[config.mk]
export PLATFORM = sky130hd
export DESIGN_NAME = br_resolve_ctrl_flat
export DESIGN_NICKNAME = d
export VERILOG_FILES = /design/src/rtl/br_resolve_ctrl_pkg.sv /design/src/rtl/br_resolve_ctrl_if.sv /design/src/rtl/br_resolve_ctrl_queue.sv /design/src/rtl/br_resolve_ctrl.sv /design/src/flat_wrapper.sv
export SDC_FILE = /design/constraint.sdc
export NUM_CORES = 1
export LEC_CHECK = 0
export ABC_AREA = 1
export CAP_MARGIN = 20
export CORE_ASPECT_RATIO = 0.9
export CORE_MARGIN = 1.5
export CORE_UTILIZATION = 52
export CTS_BUF_LIST = sky130_fd_sc_hd__clkbuf_4 sky130_fd_sc_hd__clkbuf_8
export DETAILED_ROUTE_END_ITERATION = 12
export PLACE_DENSITY = 0.79
export SETUP_SLACK_MARGIN = 0.1
export SLEW_MARGIN = 0
export SYNTH_ARGS = -nofsm -noshare
export SYNTH_HDL_FRONTEND = slang
export SYNTH_HIERARCHICAL = 1
export SYNTH_SLANG_ARGS = --single-unit
[constraint.sdc]
create_clock -name CLK -period 5.8 [get_ports CLK]
set_clock_uncertainty 0.2 [all_clocks]
set_input_delay 0.87 -clock CLK [delete_from_list [all_inputs] [get_ports CLK]]
set_output_delay 0.87 -clock CLK [all_outputs]
set_load 0.05 [all_outputs]
[src/rtl/br_resolve_ctrl_pkg.sv]
// Shared types for the branch resolve controller: machine word, queue entry, FSM states.
package br_resolve_ctrl_pkg;

  typedef logic [31:0] word_t;

  typedef struct packed {
    word_t pc;
    logic  pred;
    word_t target;
  } br_entry_t;

  typedef enum logic {
    RUN   = 1'b0,
    FLUSH = 1'b1
  } state_t;

  // Fall-through PC of a not-taken branch.
  function automatic word_t seq_pc(input word_t pc);
    return pc + 32'd4;
  endfunction

endpackage

[src/rtl/br_resolve_ctrl_if.sv]
// Fetch/resolve inputs and predictor-update/status outputs of the resolve controller.
interface br_resolve_ctrl_if #(
  parameter int unsigned DEPTH = 4,
  parameter int unsigned IDX_W = 4,
  parameter int unsigned CNT_W = 16
);
  import br_resolve_ctrl_pkg::*;

  logic                   fetch_push;
  word_t                  fetch_pc;
  logic                   fetch_pred;
  word_t                  fetch_target;
  logic                   resolve_valid;
  logic                   resolve_taken;
  word_t                  resolve_target;
  logic                   bp_br;
  logic [IDX_W-1:0]       bp_index_update;
  logic                   bp_br_taken;
  word_t                  bp_br_target;
  logic                   mispredict;
  word_t                  redirect_pc;
  logic                   full;
  logic [$clog2(DEPTH):0] count;
  logic                   proto_err;
  logic [CNT_W-1:0]       hit_cnt;
  logic [CNT_W-1:0]       miss_cnt;

  modport master (
    output fetch_push, fetch_pc, fetch_pred, fetch_target,
           resolve_valid, resolve_taken, resolve_target,
    input  bp_br, bp_index_update, bp_br_taken, bp_br_target,
           mispredict, redirect_pc, full, count, proto_err, hit_cnt, miss_cnt
  );

  modport slave (
    input  fetch_push, fetch_pc, fetch_pred, fetch_target,
           resolve_valid, resolve_taken, resolve_target,
    output bp_br, bp_index_update, bp_br_taken, bp_br_target,
           mispredict, redirect_pc, full, count, proto_err, hit_cnt, miss_cnt
  );

endinterface

[src/rtl/br_resolve_ctrl_queue.sv]
// br_queue: in-order FIFO of in-flight branch entries with explicit occupancy counter.
module br_queue
  import br_resolve_ctrl_pkg::*;
#(
  parameter int unsigned DEPTH = 4
) (
  input  logic                   CLK,
  input  logic                   nRST,
  input  logic                   push,
  input  logic                   pop,
  input  logic                   clear,
  input  br_entry_t              push_data,
  output logic                   full,
  output logic [$clog2(DEPTH):0] count,
  output br_entry_t              head
);
  localparam int unsigned PTR_W = $clog2(DEPTH);

  br_entry_t        mem [DEPTH];
  logic [PTR_W-1:0] rd_ptr;
  logic [PTR_W-1:0] wr_ptr;

  // Entry storage: written on accepted push, no reset needed.
  always_ff @(posedge CLK) begin
    if (push && !clear) mem[wr_ptr] <= push_data;
  end

  // Pointers and occupancy; clear empties the queue regardless of push/pop.
  always_ff @(posedge CLK or negedge nRST) begin
    if (!nRST) begin
      rd_ptr <= '0;
      wr_ptr <= '0;
      count  <= '0;
    end else if (clear) begin
      rd_ptr <= '0;
      wr_ptr <= '0;
      count  <= '0;
    end else begin
      if (push) wr_ptr <= wr_ptr + PTR_W'(1);
      if (pop)  rd_ptr <= rd_ptr + PTR_W'(1);
      unique case ({push, pop})
        2'b10:   count <= count + (PTR_W+1)'(1);
        2'b01:   count <= count - (PTR_W+1)'(1);
        default: count <= count;
      endcase
    end
  end

  assign full = (count == (PTR_W+1)'(DEPTH));
  assign head = mem[rd_ptr];

endmodule

[src/rtl/br_resolve_ctrl.sv]
// Branch resolve controller: tracks predicted branches, updates predictor, flushes on mispredict.
module br_resolve_ctrl
  import br_resolve_ctrl_pkg::*;
#(
  parameter int unsigned DEPTH = 4,
  parameter int unsigned IDX_W = 4,
  parameter int unsigned CNT_W = 16
) (
  input logic               CLK,
  input logic               nRST,
  br_resolve_ctrl_if.slave  bus
);
  state_t                 state_q, state_d;
  logic                   do_resolve, miss, push_ok, err;
  logic                   q_full;
  logic [$clog2(DEPTH):0] q_count;
  br_entry_t              head, push_data;

  logic                   bp_br_q, bp_taken_q, mispredict_q, proto_err_q;
  logic [IDX_W-1:0]       bp_index_q;
  word_t                  bp_target_q, redirect_q;
  logic [CNT_W-1:0]       hit_q, miss_q;

  assign push_data = '{pc: bus.fetch_pc, pred: bus.fetch_pred, target: bus.fetch_target};

  br_queue #(.DEPTH(DEPTH)) u_queue (
    .CLK       (CLK),
    .nRST      (nRST),
    .push      (push_ok),
    .pop       (do_resolve),
    .clear     (miss),
    .push_data (push_data),
    .full      (q_full),
    .count     (q_count),
    .head      (head)
  );

  // State register.
  always_ff @(posedge CLK or negedge nRST) begin
    if (!nRST) state_q <= RUN;
    else       state_q <= state_d;
  end

  // Resolve/compare, push acceptance and protocol-error detection; FLUSH ignores all requests.
  always_comb begin
    state_d    = state_q;
    do_resolve = 1'b0;
    miss       = 1'b0;
    push_ok    = 1'b0;
    err        = 1'b0;
    unique case (state_q)
      RUN: begin
        do_resolve = bus.resolve_valid && (q_count != '0);
        miss       = do_resolve &&
                     ((head.pred != bus.resolve_taken) ||
                      (head.pred && bus.resolve_taken && (head.target != bus.resolve_target)));
        // A full queue only accepts a push when the head leaves in the same cycle;
        // a mispredict squashes the push as wrong-path.
        push_ok    = bus.fetch_push && !miss && (!q_full || do_resolve);
        err        = (bus.fetch_push && q_full && !do_resolve) ||
                     (bus.resolve_valid && (q_count == '0));
        if (miss) state_d = FLUSH;
      end
      FLUSH: state_d = RUN;
      default: state_d = RUN;
    endcase
  end

  // Registered predictor update, redirect, sticky error and saturating statistics.
  always_ff @(posedge CLK or negedge nRST) begin
    if (!nRST) begin
      bp_br_q      <= 1'b0;
      bp_index_q   <= '0;
      bp_taken_q   <= 1'b0;
      bp_target_q  <= '0;
      mispredict_q <= 1'b0;
      redirect_q   <= '0;
      proto_err_q  <= 1'b0;
      hit_q        <= '0;
      miss_q       <= '0;
    end else begin
      bp_br_q      <= 1'b0;
      bp_index_q   <= '0;
      bp_taken_q   <= 1'b0;
      bp_target_q  <= '0;
      mispredict_q <= 1'b0;
      redirect_q   <= '0;
      proto_err_q  <= proto_err_q | err;
      if (do_resolve) begin
        bp_br_q     <= 1'b1;
        bp_index_q  <= head.pc[IDX_W+1:2];
        bp_taken_q  <= bus.resolve_taken;
        bp_target_q <= bus.resolve_target;
        if (miss) begin
          mispredict_q <= 1'b1;
          redirect_q   <= bus.resolve_taken ? bus.resolve_target : seq_pc(head.pc);
          if (miss_q != '1) miss_q <= miss_q + CNT_W'(1);
        end else begin
          if (hit_q != '1) hit_q <= hit_q + CNT_W'(1);
        end
      end
    end
  end

  assign bus.bp_br           = bp_br_q;
  assign bus.bp_index_update = bp_index_q;
  assign bus.bp_br_taken     = bp_taken_q;
  assign bus.bp_br_target    = bp_target_q;
  assign bus.mispredict      = mispredict_q;
  assign bus.redirect_pc     = redirect_q;
  assign bus.full            = q_full;
  assign bus.count           = q_count;
  assign bus.proto_err       = proto_err_q;
  assign bus.hit_cnt         = hit_q;
  assign bus.miss_cnt        = miss_q;

endmodule
[src/flat_wrapper.sv]
// flat-port wrapper written by rule: the top's interface ports become plain ports
module br_resolve_ctrl_flat import br_resolve_ctrl_pkg::*;
#(
  parameter int unsigned DEPTH = 4,
  parameter int unsigned IDX_W = 4,
  parameter int unsigned CNT_W = 16
)
  (CLK, nRST, bus_fetch_push, bus_fetch_pc, bus_fetch_pred, bus_fetch_target, bus_resolve_valid, bus_resolve_taken, bus_resolve_target, bus_bp_br, bus_bp_index_update, bus_bp_br_taken, bus_bp_br_target, bus_mispredict, bus_redirect_pc, bus_full, bus_count, bus_proto_err, bus_hit_cnt, bus_miss_cnt);
  br_resolve_ctrl_if #(.DEPTH(DEPTH), .IDX_W(IDX_W), .CNT_W(CNT_W)) bus_i ();
  input logic CLK;
  input logic nRST;
  input wire logic [$bits(bus_i.fetch_push)-1:0] bus_fetch_push;
  input wire logic [$bits(bus_i.fetch_pc)-1:0] bus_fetch_pc;
  input wire logic [$bits(bus_i.fetch_pred)-1:0] bus_fetch_pred;
  input wire logic [$bits(bus_i.fetch_target)-1:0] bus_fetch_target;
  input wire logic [$bits(bus_i.resolve_valid)-1:0] bus_resolve_valid;
  input wire logic [$bits(bus_i.resolve_taken)-1:0] bus_resolve_taken;
  input wire logic [$bits(bus_i.resolve_target)-1:0] bus_resolve_target;
  output wire logic [$bits(bus_i.bp_br)-1:0] bus_bp_br;
  output wire logic [$bits(bus_i.bp_index_update)-1:0] bus_bp_index_update;
  output wire logic [$bits(bus_i.bp_br_taken)-1:0] bus_bp_br_taken;
  output wire logic [$bits(bus_i.bp_br_target)-1:0] bus_bp_br_target;
  output wire logic [$bits(bus_i.mispredict)-1:0] bus_mispredict;
  output wire logic [$bits(bus_i.redirect_pc)-1:0] bus_redirect_pc;
  output wire logic [$bits(bus_i.full)-1:0] bus_full;
  output wire logic [$bits(bus_i.count)-1:0] bus_count;
  output wire logic [$bits(bus_i.proto_err)-1:0] bus_proto_err;
  output wire logic [$bits(bus_i.hit_cnt)-1:0] bus_hit_cnt;
  output wire logic [$bits(bus_i.miss_cnt)-1:0] bus_miss_cnt;
  assign bus_i.fetch_push = bus_fetch_push;
  assign bus_i.fetch_pc = bus_fetch_pc;
  assign bus_i.fetch_pred = bus_fetch_pred;
  assign bus_i.fetch_target = bus_fetch_target;
  assign bus_i.resolve_valid = bus_resolve_valid;
  assign bus_i.resolve_taken = bus_resolve_taken;
  assign bus_i.resolve_target = bus_resolve_target;
  assign bus_bp_br = bus_i.bp_br;
  assign bus_bp_index_update = bus_i.bp_index_update;
  assign bus_bp_br_taken = bus_i.bp_br_taken;
  assign bus_bp_br_target = bus_i.bp_br_target;
  assign bus_mispredict = bus_i.mispredict;
  assign bus_redirect_pc = bus_i.redirect_pc;
  assign bus_full = bus_i.full;
  assign bus_count = bus_i.count;
  assign bus_proto_err = bus_i.proto_err;
  assign bus_hit_cnt = bus_i.hit_cnt;
  assign bus_miss_cnt = bus_i.miss_cnt;
  br_resolve_ctrl #(.DEPTH(DEPTH), .IDX_W(IDX_W), .CNT_W(CNT_W)) u_core (.CLK(CLK), .nRST(nRST), .bus(bus_i));
endmodule
==> out/qor.yml <==
worst_hold_path:
  hold_path_class: "input pin to asynchronous set/reset pin"
setup_path:
  crit_chain: "inv_2 > o21ai_0 > o22ai_2 > xnor2_1 > nand2_1 > nor2_1 > nand2_1 > nor2_1 > nand2_1 > nand2_1 > nand2_2 > a31oi_1 > nand2_1 > nor2_4 > buf_12"
  cp-start-kind: "flop"
  critPathCaptureType: "flop"
  crit_fanout: 50
  arrival_ps: 5030
  slowest_stage: "inv_2"
  critical_path_class: "flop to flop"
  required_ps: 5880
  timing.critical_path.slowest_cell_delay_ps: 670
  crit_top_cell: "nand2_1"
final_layout:
  final_cell_mix: "edfxtp_1 (260), nand2_1 (219), clkdlybuf4s50_1 (208)"
  n_fill_cell: 2296
  drive_gt1_share_pct: 12.88
  synthToLayoutAreaGrowth_pct: 22.79
  postLayoutCoreUtil_pct: 65.02
  final_common_cell: "edfxtp_1"
  nets: 1769
synthesis:
  yosys_warnings: 6
  mappedNetlistArea_um2: 16370
  ys_ff_latch: 372
  synth_cell_types: 40
  syn_inst: 1433
  synth_top_area_cell: "edfxtp_1"
  syn_nets: 1544
  syn_area_per_cell_um2: 11.42
  synth.top_cell.area_share_pct: 47.70
  synth_area_leaders: "edfxtp_1 (48%), dfrtp_1 (17%), nand2_1 (5.0%)"
  seq_area_frac_synth_pct: 64.83
drt:
  top_layer: "met4"
  dr_wl_met3_um: 3508
  first_pass_iters: 5
  drt_wl_total_um: 42840
  route.vias.total: 11800
  drc: 0
  via_per_inst: 5.570
  routed_wire_length_per_instance_um: 20.22
  dr_wl_met2_um: 20260
  drtAntennaViolNets: 0
  drtIter0Drc: 1171
  wl_met1_um: 17700
sta:
  setup_ws_ps: 851.8
  post-route-period-util_pct: 85.31
  finalHoldViolCount: 0
  fin_hold_ws_ps: 213.6
  setup_viol: 0
  slew_violations: 0
  post-route-min-period_ps: 4948
  relSlewSlack_pct: 36.53
  tightest_slew_ps: 952.1
  max_freq_ghz: 0.2021
  finalSetupTns_ps: 0
  rsz0062_at_grt: "no"
placement:
  port_buffers: 209
  gp_congestion: 0.9653
  post-place-ws_ps: 888.2
  dp_hpwl_um: 28490
clock_tree:
  clk_pin_slew_worst_paths_ps: 60
  cts-hold-fix-buffers: 0
  insertion_delay_ps: 620
  cts_buffers: 58
  postCtsSetupRepairBufs: 0
  cts_tree: "yes"
  cts_resized: 0
  clock-sinks: 372
  cts_buffer_depth: 3
  cts-root-buf: "clkbuf_8"
  htree_levels: 2
floorplan:
  start_util_pct: 52.95
  die_h_um: 171.3
  die-area_um2: 32550
  num_rows: 61
  fp.coreArea_um2: 30910
  pin_count: 210
  die_x_um: 190.0
global_route:
  grt_pass1_wl_um: 65130
  antenna_found_initial: 2
  grt_max_degree: 132
  grt_pass1_vias: 11700
  gr-total-overflow: 0
  track_usage_pct: 26.30
power:
  p_per_area_nw_per_um2: 509.0
  peakVddDrop_uv: 421.8
  p_leak_nw: 7.736
status:
  outcome: "finished, final reports clean"
job:
  max_cap_violations: 0
-- worst paths after layout --
kind / from / end / slack [ps] / cells past startpoint
worst max-delay path: u_core/u_queue/rd_ptr[1]$_DFFE_PN0P_ / u_core/u_queue/mem[0][26]$_DFFE_PP_ / 850 / 15
min in group CLK: u_core/bus.proto_err$_DFF_PN0_ / u_core/bus.proto_err$_DFF_PN0_ / 330 / 2
worst min-delay path: nRST / u_core/bus.miss_cnt[7]$_DFFE_PN0P_ / 210 / 1
worst min register to register: u_core/bus.proto_err$_DFF_PN0_ / u_core/bus.proto_err$_DFF_PN0_ / 330 / 2
max in group asynchronous: nRST / u_core/bus.bp_br_target[25]$_DFF_PN0_ / 4030 / 2
worst max register to register: u_core/u_queue/rd_ptr[1]$_DFFE_PN0P_ / u_core/u_queue/mem[0][26]$_DFFE_PP_ / 850 / 15
-- layer usage --
| metal | track usage [%] | vias up |
|---|---|---|
| met5 | 0 | - |
| met4 | 9.558 | 0 |
| met3 | 4.509 | 85 |
| met2 | 42.89 | 583 |
| met1 | 35.69 | 5704 |
| li1 | - | 5430 |
-- report_power, final --
group          switching (mW)  total, mW  internal [mW]
logic                    3.06       4.32           1.26
clock network            1.02       2.34           1.31
registers               0.193       3.57           3.38
-- cell families after synthesis --
logic type,synth area share [%]
AOI/OAI and AO/OA,9.915
xor gates and xnor gates,3.371
adders and majority gates,0.7339
buffers and inverters,4.839
DFF,64.83
and+or+nand+nor,16.31
-- final cells by class --
class | instances | area, µm² | area share [%]
Tap cell | 409 | 511.7 | 2.546
Sequential cell | 372 | 10610 | 52.81
Multi-Input combinational cell | 897 | 4995 | 24.85
Inverter | 100 | 380.4 | 1.893
Clock inverter | 27 | 214.0 | 1.065
Antenna cell | 2 | 5.005 | 0.02490
Timing Repair Buffer | 229 | 2322 | 11.56
Clock buffer | 83 | 1055 | 5.248
-- synthesized netlist by cell type, drive strengths merged --
cell,number
a21oi,13
clkbuf,28
or2,1
buf,36
nor4,3
inv,99
fa,1
o31ai,1
ha,8
xnor2,36
o21ai,161
clkinv,1
nand4,48
nand2,220
edfxtp,260
nor3,27
or3,1
xor2,27
a31oi,4
nand3,25
dfrtp,112
a22oi,3
o22ai,70
nor2,248
-- state kept, by name, summed over array words and instances (netlist names) --
| signal | flops |
|---|---|
| u_core/bus.bp_br | 1 |
| u_core/bus.bp_br_taken | 1 |
| u_core/bus.bp_br_target | 32 |
| u_core/bus.bp_index_update | 4 |
| u_core/bus.hit_cnt | 16 |
| u_core/bus.mispredict | 1 |
| u_core/bus.miss_cnt | 16 |
| u_core/bus.proto_err | 1 |
| u_core/bus.redirect_pc | 32 |
| u_core/state_q | 1 |
| u_core/u_queue/count | 3 |
| u_core/u_queue/mem | 260 |
| u_core/u_queue/rd_ptr | 2 |
| u_core/u_queue/wr_ptr | 2 |
-- per-stage QoR --
stage                     power, mW  cells  cell area (µm²)
after floorplan               6.566   1433            16370
after global placement        7.801   2005            18790
after detailed placement      7.897   2007            18820
after CTS                     10.25   2117            20090
after global routing          10.71   2119            20100
final                         10.23   2119            20100
-- worst max-delay path: cells and delay by family, from the launching register on --
family	cells	cell delay (ps)
compound gates	3	1070
xor+xnor	1	160
buf+inv	2	940
flops	1	380
simple gates	9	1800
Power figures use the tool's default switching activity.
